[src/rtl/line_window_if.sv]
// Port bundle between the HDMI RX strobes, the 5x5 window datapath and the line sequencer.
// The sequencer takes the slave side; the source/observer takes the master side.
interface line_window_if #(
  parameter int ADDR_W = 11,
  parameter int ROW_W  = 11,
  parameter int KSIZE  = 5
);
  logic                     rx_dv;
  logic                     rx_hs;
  logic                     rx_vs;
  logic [ADDR_W-1:0]        wr_addr;
  logic [ADDR_W-1:0]        rd_addr;
  logic                     line_we;
  logic [ADDR_W-1:0]        col_cnt;
  logic [ROW_W-1:0]         row_cnt;
  logic [KSIZE*KSIZE-1:0]   tap_mask;
  logic                     win_full;
  logic                     frame_start;
  logic [ADDR_W-1:0]        line_len;
  logic                     err_len;
  logic                     err_ovf;

  modport master (
    output rx_dv, rx_hs, rx_vs,
    input  wr_addr, rd_addr, line_we, col_cnt, row_cnt, tap_mask,
           win_full, frame_start, line_len, err_len, err_ovf
  );

  modport slave (
    input  rx_dv, rx_hs, rx_vs,
    output wr_addr, rd_addr, line_we, col_cnt, row_cnt, tap_mask,
           win_full, frame_start, line_len, err_len, err_ovf
  );
endinterface

[src/rtl/line_window_ctrl.sv]
// Frame/line/pixel sequencer for the 5x5 line-buffer window: BRAM addressing,
// per-tap in-frame mask, line-length measurement and timing fault flags.
module line_window_ctrl #(
  parameter int ADDR_W = 11,
  parameter int ROW_W  = 11,
  parameter int KSIZE  = 5
) (
  input  logic          clk,
  input  logic          rst,
  line_window_if.slave  bus
);
  localparam int TAPS = KSIZE * KSIZE;
  localparam logic [ADDR_W-1:0] COL_MAX = '1;
  localparam logic [ROW_W-1:0]  ROW_MAX = '1;

  typedef enum logic [1:0] {IDLE, FWAIT, ACTIVE, HBLANK} state_t;

  state_t              r_state, w_next;
  logic                r_vs_d;
  logic [ADDR_W-1:0]   r_col;
  logic [ROW_W-1:0]    r_row;
  logic [TAPS-1:0]     r_tap;
  logic                r_full, r_fs;
  logic [ADDR_W-1:0]   r_len;
  logic                r_err_len, r_err_ovf;

  logic                w_vs_rise, w_accept, w_first, w_line_end, w_ovf;
  logic [ADDR_W-1:0]   w_col, w_len;
  logic [ROW_W-1:0]    w_row;
  logic [TAPS-1:0]     w_mask;

  // Tap (jj,ii) is real when the window reaches back jj lines and ii pixels inside the frame.
  function automatic logic [TAPS-1:0] f_mask(input logic [ROW_W-1:0] row,
                                             input logic [ADDR_W-1:0] col);
    logic [TAPS-1:0] m;
    m = '0;
    for (int jj = 0; jj < KSIZE; jj++)
      for (int ii = 0; ii < KSIZE; ii++)
        m[KSIZE*jj+ii] = (row >= ROW_W'(jj)) && (col >= ADDR_W'(ii));
    return m;
  endfunction

  always_ff @(posedge clk or negedge rst) begin
    if (!rst) r_state <= IDLE;
    else      r_state <= w_next;
  end

  always_comb begin
    w_vs_rise  = bus.rx_vs & ~r_vs_d;
    w_next     = r_state;
    w_accept   = 1'b0;
    w_first    = 1'b0;
    w_line_end = 1'b0;
    if (w_vs_rise) begin
      // A frame restart overrides whatever line was in progress.
      w_next   = bus.rx_dv ? ACTIVE : FWAIT;
      w_accept = bus.rx_dv;
      w_first  = bus.rx_dv;
    end else begin
      case (r_state)
        IDLE:    w_next = IDLE;
        FWAIT:   if (bus.rx_dv) begin
                   w_next   = ACTIVE;
                   w_accept = 1'b1;
                   w_first  = 1'b1;
                 end
        ACTIVE:  if (bus.rx_dv) begin
                   w_accept = 1'b1;
                 end else begin
                   w_next     = HBLANK;
                   w_line_end = 1'b1;
                 end
        HBLANK:  if (bus.rx_dv) begin
                   w_next   = ACTIVE;
                   w_accept = 1'b1;
                 end
        default: w_next = IDLE;
      endcase
    end
  end

  // Position of the pixel on rx_* this cycle, derived from the last accepted pixel.
  always_comb begin
    w_col = '0;
    w_row = '0;
    w_ovf = 1'b0;
    if (!w_first) begin
      if (r_state == ACTIVE) begin
        w_row = r_row;
        if (r_col == COL_MAX) begin
          w_col = COL_MAX;
          w_ovf = 1'b1;
        end else begin
          w_col = r_col + 1'b1;
        end
      end else if (r_state == HBLANK) begin
        w_row = (r_row == ROW_MAX) ? ROW_MAX : r_row + 1'b1;
      end
    end
    w_mask = f_mask(w_row, w_col);
    w_len  = r_col + 1'b1;
  end

  always_ff @(posedge clk or negedge rst) begin
    if (!rst) begin
      r_vs_d    <= 1'b0;
      r_col     <= '0;
      r_row     <= '0;
      r_tap     <= '0;
      r_full    <= 1'b0;
      r_fs      <= 1'b0;
      r_len     <= '0;
      r_err_len <= 1'b0;
      r_err_ovf <= 1'b0;
    end else begin
      r_vs_d <= bus.rx_vs;
      r_fs   <= w_first;
      r_tap  <= w_accept ? w_mask : '0;
      r_full <= w_accept & (&w_mask);
      if (w_accept) begin
        r_col <= w_col;
        r_row <= w_row;
      end else if (w_vs_rise) begin
        r_col <= '0;
        r_row <= '0;
      end
      if (w_vs_rise)
        r_err_len <= 1'b0;
      else if (w_line_end && (r_row != '0) && (w_len != r_len))
        r_err_len <= 1'b1;
      if (w_line_end)
        r_len <= w_len;
      if (w_accept && w_ovf)
        r_err_ovf <= 1'b1;
    end
  end

  assign bus.wr_addr     = w_col;
  assign bus.rd_addr     = w_accept ? w_col + 1'b1 : '0;
  assign bus.line_we     = w_accept;
  assign bus.col_cnt     = r_col;
  assign bus.row_cnt     = r_row;
  assign bus.tap_mask    = r_tap;
  assign bus.win_full    = r_full;
  assign bus.frame_start = r_fs;
  assign bus.line_len    = r_len;
  assign bus.err_len     = r_err_len;
  assign bus.err_ovf     = r_err_ovf;
endmodule

[src/flat_wrapper.sv]
// flat-port wrapper written by rule: the top's interface ports become plain ports
module line_window_ctrl_flat 
#(
  parameter int ADDR_W = 11,
  parameter int ROW_W  = 11,
  parameter int KSIZE  = 5
)
  (clk, rst, bus_rx_dv, bus_rx_hs, bus_rx_vs, bus_wr_addr, bus_rd_addr, bus_line_we, bus_col_cnt, bus_row_cnt, bus_tap_mask, bus_win_full, bus_frame_start, bus_line_len, bus_err_len, bus_err_ovf);
  line_window_if #(.ADDR_W(ADDR_W), .ROW_W(ROW_W), .KSIZE(KSIZE)) bus_i ();
  input  logic clk;
  input  logic rst;
  input wire logic [$bits(bus_i.rx_dv)-1:0] bus_rx_dv;
  input wire logic [$bits(bus_i.rx_hs)-1:0] bus_rx_hs;
  input wire logic [$bits(bus_i.rx_vs)-1:0] bus_rx_vs;
  output wire logic [$bits(bus_i.wr_addr)-1:0] bus_wr_addr;
  output wire logic [$bits(bus_i.rd_addr)-1:0] bus_rd_addr;
  output wire logic [$bits(bus_i.line_we)-1:0] bus_line_we;
  output wire logic [$bits(bus_i.col_cnt)-1:0] bus_col_cnt;
  output wire logic [$bits(bus_i.row_cnt)-1:0] bus_row_cnt;
  output wire logic [$bits(bus_i.tap_mask)-1:0] bus_tap_mask;
  output wire logic [$bits(bus_i.win_full)-1:0] bus_win_full;
  output wire logic [$bits(bus_i.frame_start)-1:0] bus_frame_start;
  output wire logic [$bits(bus_i.line_len)-1:0] bus_line_len;
  output wire logic [$bits(bus_i.err_len)-1:0] bus_err_len;
  output wire logic [$bits(bus_i.err_ovf)-1:0] bus_err_ovf;
  assign bus_i.rx_dv = bus_rx_dv;
  assign bus_i.rx_hs = bus_rx_hs;
  assign bus_i.rx_vs = bus_rx_vs;
  assign bus_wr_addr = bus_i.wr_addr;
  assign bus_rd_addr = bus_i.rd_addr;
  assign bus_line_we = bus_i.line_we;
  assign bus_col_cnt = bus_i.col_cnt;
  assign bus_row_cnt = bus_i.row_cnt;
  assign bus_tap_mask = bus_i.tap_mask;
  assign bus_win_full = bus_i.win_full;
  assign bus_frame_start = bus_i.frame_start;
  assign bus_line_len = bus_i.line_len;
  assign bus_err_len = bus_i.err_len;
  assign bus_err_ovf = bus_i.err_ovf;
  line_window_ctrl #(.ADDR_W(ADDR_W), .ROW_W(ROW_W), .KSIZE(KSIZE)) u_core (.clk(clk), .rst(rst), .bus(bus_i));
endmodule
[config.mk]
export PLATFORM = sky130hd
export DESIGN_NAME = line_window_ctrl_flat
export DESIGN_NICKNAME = d
export VERILOG_FILES = /design/src/rtl/line_window_if.sv /design/src/rtl/line_window_ctrl.sv /design/src/flat_wrapper.sv
export SDC_FILE = /design/constraint.sdc
export NUM_CORES = 1
export LEC_CHECK = 0
export ABC_AREA = 0
export CAP_MARGIN = 20
export CORE_ASPECT_RATIO = 1.75
export CORE_UTILIZATION = 40
export DETAILED_ROUTE_END_ITERATION = 6
export GPL_ROUTABILITY_DRIVEN = 0
export HOLD_SLACK_MARGIN = 0.02
export PLACE_DENSITY = 0.78
export SLEW_MARGIN = 20
export SYNTH_ARGS = -nofsm -noshare
export SYNTH_HDL_FRONTEND = slang
export SYNTH_SLANG_ARGS = --single-unit
export TNS_END_PERCENT = 10
[constraint.sdc]
create_clock -name clk -period 9.7 [get_ports clk]
set_input_delay 2.425 -clock clk [delete_from_list [all_inputs] [get_ports clk]]
set_output_delay 2.425 -clock clk [all_outputs]
set_load 0.05 [all_outputs]
==> impl_metrics.toml, run 1 <==
[run_status]
status = "completed"

[floorplan]
die-area_mm2 = 0.00986
coreArea_mm2 = 0.00909
die_h_um = 131
die_x_um = 75.5
rows = 46
initial_core_util_pct = 41.6
ios = 90

[clocking]
cts_max_level = 3
post_cts_buffers = 0
holdBufCountCts = 0
cts_buffer_depth = 2
clock-sinks = 65
root_buffer = "clkbuf_16"
cts_resized = 0
clock_latency_ns = 0.33
clkTransAtPathRegs_ns = 0.06
cts_buffers = 9
tritoncts = "built"

[worst_setup_path]
critical_path.top_delay_family = "buffers and inverters"
crit_type = "in2out"
r2r-start = "u_core.bus.col_cnt[0]$_DFFE_PN0P_"
reg2reg_to = "u_core.bus.tap_mask[13]$_DFF_PN0_"
crit_arrival_ns = 6.65
cp-endpoint = "bus_rd_addr[10]"
crit_buf_inv = 4
crit_path_start = "bus_rx_vs"
regToRegSetupSlack_ns = 6.58
crit_chain = "clkdlybuf4s50_1 -> nor2b_1 -> buf_4 -> a21oi_2 -> o21ai_1 -> inv_1 -> ha_1 -> nand3_1 -> o21ai_1 -> nand3_1 -> or4_1 -> nand2_1 -> clkdlybuf4s50_1"
cp.required_ns = 7.28
end_kind = "primary output"
crit_slowest_cell = "clkdlybuf4s50_1"
cp.depth = 13
crit_path_max_fanout = 13
max_stage_delay_ns = 0.80
r2r_cells = 9
critPathLaunchType = "input pin"

[logic_synthesis]
synth_top_family_by_area = "simple AND/OR/NAND/NOR gates"
yosysTopAreaCellShare_pct = 43.0
synth_area_leader_cell = "dfrtp_1"
syn_inst = 416
synth-simple-area-share_pct = 25.8
synth_ff_type = "dfrtp_1"
synth_mux_area_share_pct = 2.12
synth_edf_count = 0
synth_compound_area_share_pct = 15.8
synth_xor_area_share_pct = 6.95
ys_seq_area_share_pct = 43.0
synth_area_leaders = "dfrtp_1 43%, nand2_1 5.0%, nand3_1 4.8%"
synthArstFlopShare_pct = 100
ys_types = 63
synthAdderAreaFrac_pct = 1.99
ys_ff_latch = 65
syn_area_per_cell_um2 = 9.09
yosys_warnings = 0
netlist_area_mm2 = 0.00378
syn-num-nets = 427

[pwr]
vdd_ir_drop_max_mv = 0.100
p_sw_mw = 0.255
p_per_area_mw_per_mm2 = 158
sw_frac_of_total_pct = 32.2
p_comb_share_pct = 20.9
pwr-share-seq_pct = 37.8
p_clk_share_pct = 41.3
p_int_mw = 0.537
power_leakage_nw = 2.11

[sta]
holdWs_ns = 0.516
period_minus_slack_ns = 9.07
setup_viol = 0
skew_ns = 0.00526
final.period_utilization_pct = 93.5
fmax_ghz = 0.110
setup_tns_ns = 0
final_max_slew_viol_count = 0
hold_viol = 0
slew-limit-headroom_pct = 39.4
tightestPinTransition_ns = 0.909
rsz0062_at_grt = "false"

[detailed_routing]
viasPerCell = 5.74
wl_per_cell_um = 17.2
initialDrtViolationCount = 264
totalWireLength_mm = 10.6
ant_nets = 0
num_vias = 3547
remaining_drc_errors = 0
dr.pass1.iters = 6

[global_route]
grt_max_degree = 66
grt_pass1_wl_mm = 16.5
antenna_found_initial = 0
grt_util_all_layers_pct = 22.8
grt_pass1_vias = 3339
gr-total-overflow = 0

[placement]
portBuffers = 88
dpl.hpwl_mm = 7.85

[layout]
multi_input_area_mm2 = 0.00199
antenna_cells = 0
seq_area_mm2 = 0.00163
syn_to_final_growth_pct = 32.8
drive_gt1_share_pct = 9.24
final_common_cell = "clkdlybuf4s50_1"
final_cell_mix = "87 x clkdlybuf4s50_1, 65 x dfrtp_1, 50 x nand2_1, 36 x nand3_1, 28 x o21ai_0"
nets = 504
fillerInstances = 844

[job]
cap_violations = 0

[min_path]
hold_path_class = "reg2reg"
worst reg2reg max path: stages, from the launching register on:
cell and delay, ns:
dfrtp_1 0.51, ha_1 0.41, nand2_1 0.22, nor3_2 0.57, o21ai_1 0.26, inv_1 0.20, ha_1 0.31, a31oi_1 0.13
a21oi_2 0.27, and2_1 0.16
state kept, by name, indices dropped and copies added, names as in the netlist:
register                count
u_core.bus.tap_mask        25
u_core.bus.line_len        11
u_core.bus.col_cnt         11
u_core.bus.win_full         1
u_core.bus.err_ovf          1
u_core.bus.frame_start      1
u_core.r_vs_d               1
u_core.bus.row_cnt         11
u_core.r_state              2
u_core.bus.err_len          1
power groups by stage:
| stage | combinational [mW] | clock (mW) | sequential, mW |
|---|---|---|---|
| after detailed placement | 0.165 | 0 | 0.304 |
| final | 0.166 | 0.327 | 0.299 |
| after CTS | 0.166 | 0.332 | 0.299 |
| after global routing | 0.177 | 0.342 | 0.301 |
| after floorplan | 0.0683 | 0 | 0.343 |
| after global placement | 0.163 | 0 | 0.303 |
cell usage after synthesis (all sizes together) (4+ instances only):
cell / number
dfrtp: 65
xnor2: 19
o21ai: 31
and2: 16
nand3: 36
ha: 6
a31oi: 6
nand2: 51
o21a: 7
nor4: 5
o31ai: 4
and3: 7
buf: 15
nor2: 25
nor3: 12
inv: 12
a21oi: 17
nand4: 6
mux2: 5
or3: 4
nand2b: 5
a211oi: 5
clkbuf: 11
xor2: 11
worst min-delay path by stage:
stage                                        start                                 to  slack, ns  cells past startpoint
finish              u_core.bus.err_ovf$_DFFE_PN0P_     u_core.bus.err_ovf$_DFFE_PN0P_       0.52                      1
detailed placement  u_core.bus.err_ovf$_DFFE_PN0P_     u_core.bus.err_ovf$_DFFE_PN0P_       0.50                      1
global placement    u_core.bus.err_ovf$_DFFE_PN0P_     u_core.bus.err_ovf$_DFFE_PN0P_       0.48                      1
CTS                 u_core.bus.err_ovf$_DFFE_PN0P_     u_core.bus.err_ovf$_DFFE_PN0P_       0.52                      1
floorplan                  u_core.r_vs_d$_DFF_PN0_  u_core.bus.row_cnt[0]$_DFFE_PN0P_       0.66                      3
global route        u_core.bus.err_ovf$_DFFE_PN0P_     u_core.bus.err_ovf$_DFFE_PN0P_       0.54                      1
cell families after synthesis:
family,count (synthesis)
AND/OR/NAND/NOR,181
AO/OA/AOI/OAI,89
flip-flops,65
buffers and inverters,38
XOR/XNOR,30
multiplexers,7
adder cells (fa/ha/maj),6
layout make-up:
| type | instances | area share, % |
|---|---|---|
| Multi-Input combinational cell | 313 | 39.6 |
| Clock buffer | 9 | 4.49 |
| Timing Repair Buffer | 92 | 18.0 |
| Tap cell | 120 | 2.99 |
| Clock inverter | 7 | 1.57 |
| Inverter | 12 | 0.897 |
| Sequential cell | 65 | 32.4 |
layer usage:
layer / vias up / global-route usage, % / share of wire (%)
li1: 1625 / - / -
met1: 1726 / 24.3 / 35
met2: 157 / 40.8 / 56
met3: 39 / 3.83 / 5.3
met4: 0 / 13.5 / 3.7
met5: - / 0 / 0
per-stage QoR:
| step | area, µm² | util, % | total power [mW] | cells | setup slack, ns |
|---|---|---|---|---|---|
| after detailed placement | 4720 | 51.9 | 0.469 | 602 | 0.675 |
| final | 5020 | 55.2 | 0.792 | 618 | 0.628 |
| after global placement | 4720 | 51.9 | 0.466 | 602 | 0.816 |
| after CTS | 5020 | 55.2 | 0.797 | 618 | 0.627 |
| after global routing | 5020 | 55.2 | 0.819 | 618 | 0.479 |
| after floorplan | 3780 | - | 0.411 | 416 | 2.04 |
Power figures use the tool's default switching activity.
==> inputs of run 2 (changes only) <==
--- a/config.mk
+++ b/config.mk
@@ -12,7 +12,7 @@
 export DETAILED_ROUTE_END_ITERATION = 6
 export GPL_ROUTABILITY_DRIVEN = 0
 export HOLD_SLACK_MARGIN = 0.02
-export PLACE_DENSITY = 0.78
+export PLACE_DENSITY = 0.73
 export SLEW_MARGIN = 20
 export SYNTH_ARGS = -nofsm -noshare
 export SYNTH_HDL_FRONTEND = slang
==> run 2 against run 1 <==
Routed wire length is 0.59% higher. Cell count stayed put. Fmax up 0.60%.
==> impl_metrics.toml, run 2 (synthesis gave the netlist of run 1 again) <==
[placement]
dpl.hpwl_mm = 7.86
place_ws_ns = 0.708
place_area_mm2 = 0.00472
place_inst = 602
portBuffers = 88

[min_path]
hold_path_class = "reg2reg"
holdPathStages = 1

[clocking]
post_cts_buffers = 0
cts_buffers = 9
holdBufCountCts = 0
clock_latency_ns = 0.34
root_buffer = "clkbuf_16"
clkTransAtPathRegs_ns = 0.05
clock-sinks = 65
tritoncts = "built"
cts_resized = 0
cts_max_level = 3
cts_buffer_depth = 2

[floorplan]
coreArea_mm2 = 0.00909
die_x_um = 75.5
initial_core_util_pct = 41.6
die-area_mm2 = 0.00986
rows = 46
die_h_um = 131
ios = 90

[sta]
worst_slack_ns = 0.683
final.period_utilization_pct = 93.0
skew_ns = 0.00885
final_max_slew_viol_count = 0
period_minus_slack_ns = 9.02
tightestPinTransition_ns = 0.918
setup_viol = 0
fmax_ghz = 0.111
hold_viol = 0
slew-limit-headroom_pct = 38.8
rsz0062_at_grt = "false"
setup_tns_ns = 0

[layout]
final_common_cell = "clkdlybuf4s50_1"
fillerInstances = 881
fin_cells = 618
syn_to_final_growth_pct = 32.0
drive_gt1_share_pct = 9.04
final_cell_mix = "87 x clkdlybuf4s50_1, 65 x dfrtp_1, 50 x nand2_1, 36 x nand3_1, 28 x o21ai_0"
largest_reg_flops = 25
finalInstanceArea_mm2 = 0.00499
antenna_cells = 0
nets = 504

[pwr]
power_leakage_nw = 2.11
vdd_ir_drop_max_mv = 0.0909
p_per_area_mw_per_mm2 = 152

[detailed_routing]
remaining_drc_errors = 0
wl_per_cell_um = 17.3
viasPerCell = 5.68
initialDrtViolationCount = 248
totalWireLength_mm = 10.7
num_vias = 3509
dr.pass1.iters = 5
ant_nets = 0

[worst_setup_path]
r2r_cells = 9
critPathLaunchType = "input pin"
crit_arrival_ns = 6.59
crit_type = "in2out"
cp.required_ns = 7.28
crit_path_max_fanout = 13
end_kind = "primary output"

[job]
cap_violations = 0

[global_route]
grt_max_degree = 66
gr-total-overflow = 0
grt_util_all_layers_pct = 23.0
grt_pass1_vias = 3420
antenna_found_initial = 0
grt_pass1_wl_mm = 16.7

[run_status]
status = "completed"
-- run 2: final timing paths --
| path | startpoint | endpoint | slack [ns] |
|---|---|---|---|
| min reg2reg | u_core.bus.err_ovf$_DFFE_PN0P_ | u_core.bus.err_ovf$_DFFE_PN0P_ | 0.49 |
| max in group asynchronous | rst | u_core.bus.tap_mask[3]$_DFF_PN0_ | 6.88 |
| max reg2reg | u_core.bus.col_cnt[0]$_DFFE_PN0P_ | u_core.bus.tap_mask[13]$_DFF_PN0_ | 6.68 |
| max | bus_rx_vs | bus_rd_addr[10] | 0.68 |
| min | u_core.bus.err_ovf$_DFFE_PN0P_ | u_core.bus.err_ovf$_DFFE_PN0P_ | 0.49 |
| min in group asynchronous | rst | u_core.r_vs_d$_DFF_PN0_ | 2.27 |
-- run 2: layer usage --
metal,up-vias,global-route usage [%],wire length [µm]
met5,-,0,0
met4,0,17.4,598
met3,49,3.53,497
met2,148,40.2,5770
met1,1697,24.0,3840
li1,1615,-,-
-- run 2: per-stage QoR --
stage | utilization (%) | power, mW | hold WS [ns]
6_report | 54.9 | 0.760 | 0.485
4_1_cts | 54.9 | 0.766 | 0.487
3_5_place_dp | 51.9 | 0.469 | 0.471
3_3_place_gp | 51.9 | 0.466 | 0.480
5_1_grt | 54.9 | 0.790 | 0.526
2_1_floorplan | - | 0.411 | 0.661
-- run 2: layout make-up --
type	instances	area (µm²)	share of cell area [%]
Multi-Input combinational cell	313	1990	39.8
Clock buffer	11	243	4.86
Tap cell	120	150	3.01
Timing Repair Buffer	92	906	18.2
Clock inverter	5	31.3	0.627
Sequential cell	65	1630	32.6
Inverter	12	45.0	0.903
-- run 2: critical path, stage by stage --
cell	delay (ns)
clkdlybuf4s50_1	0.49
nor2b_1	0.17
buf_4	0.16
a21oi_2	0.61
o21ai_1	0.33
inv_1	0.18
ha_1	0.30
nand3_1	0.10
o21ai_1	0.25
nand3_1	0.19
or4_1	0.51
nand2_1	0.08
clkdlybuf4s50_1	0.79
-- run 2: report_power, final --
part / internal [mW] / switching [mW]
sequential: 0.285 / 0.0144
combinational: 0.0517 / 0.113
clock: 0.179 / 0.118
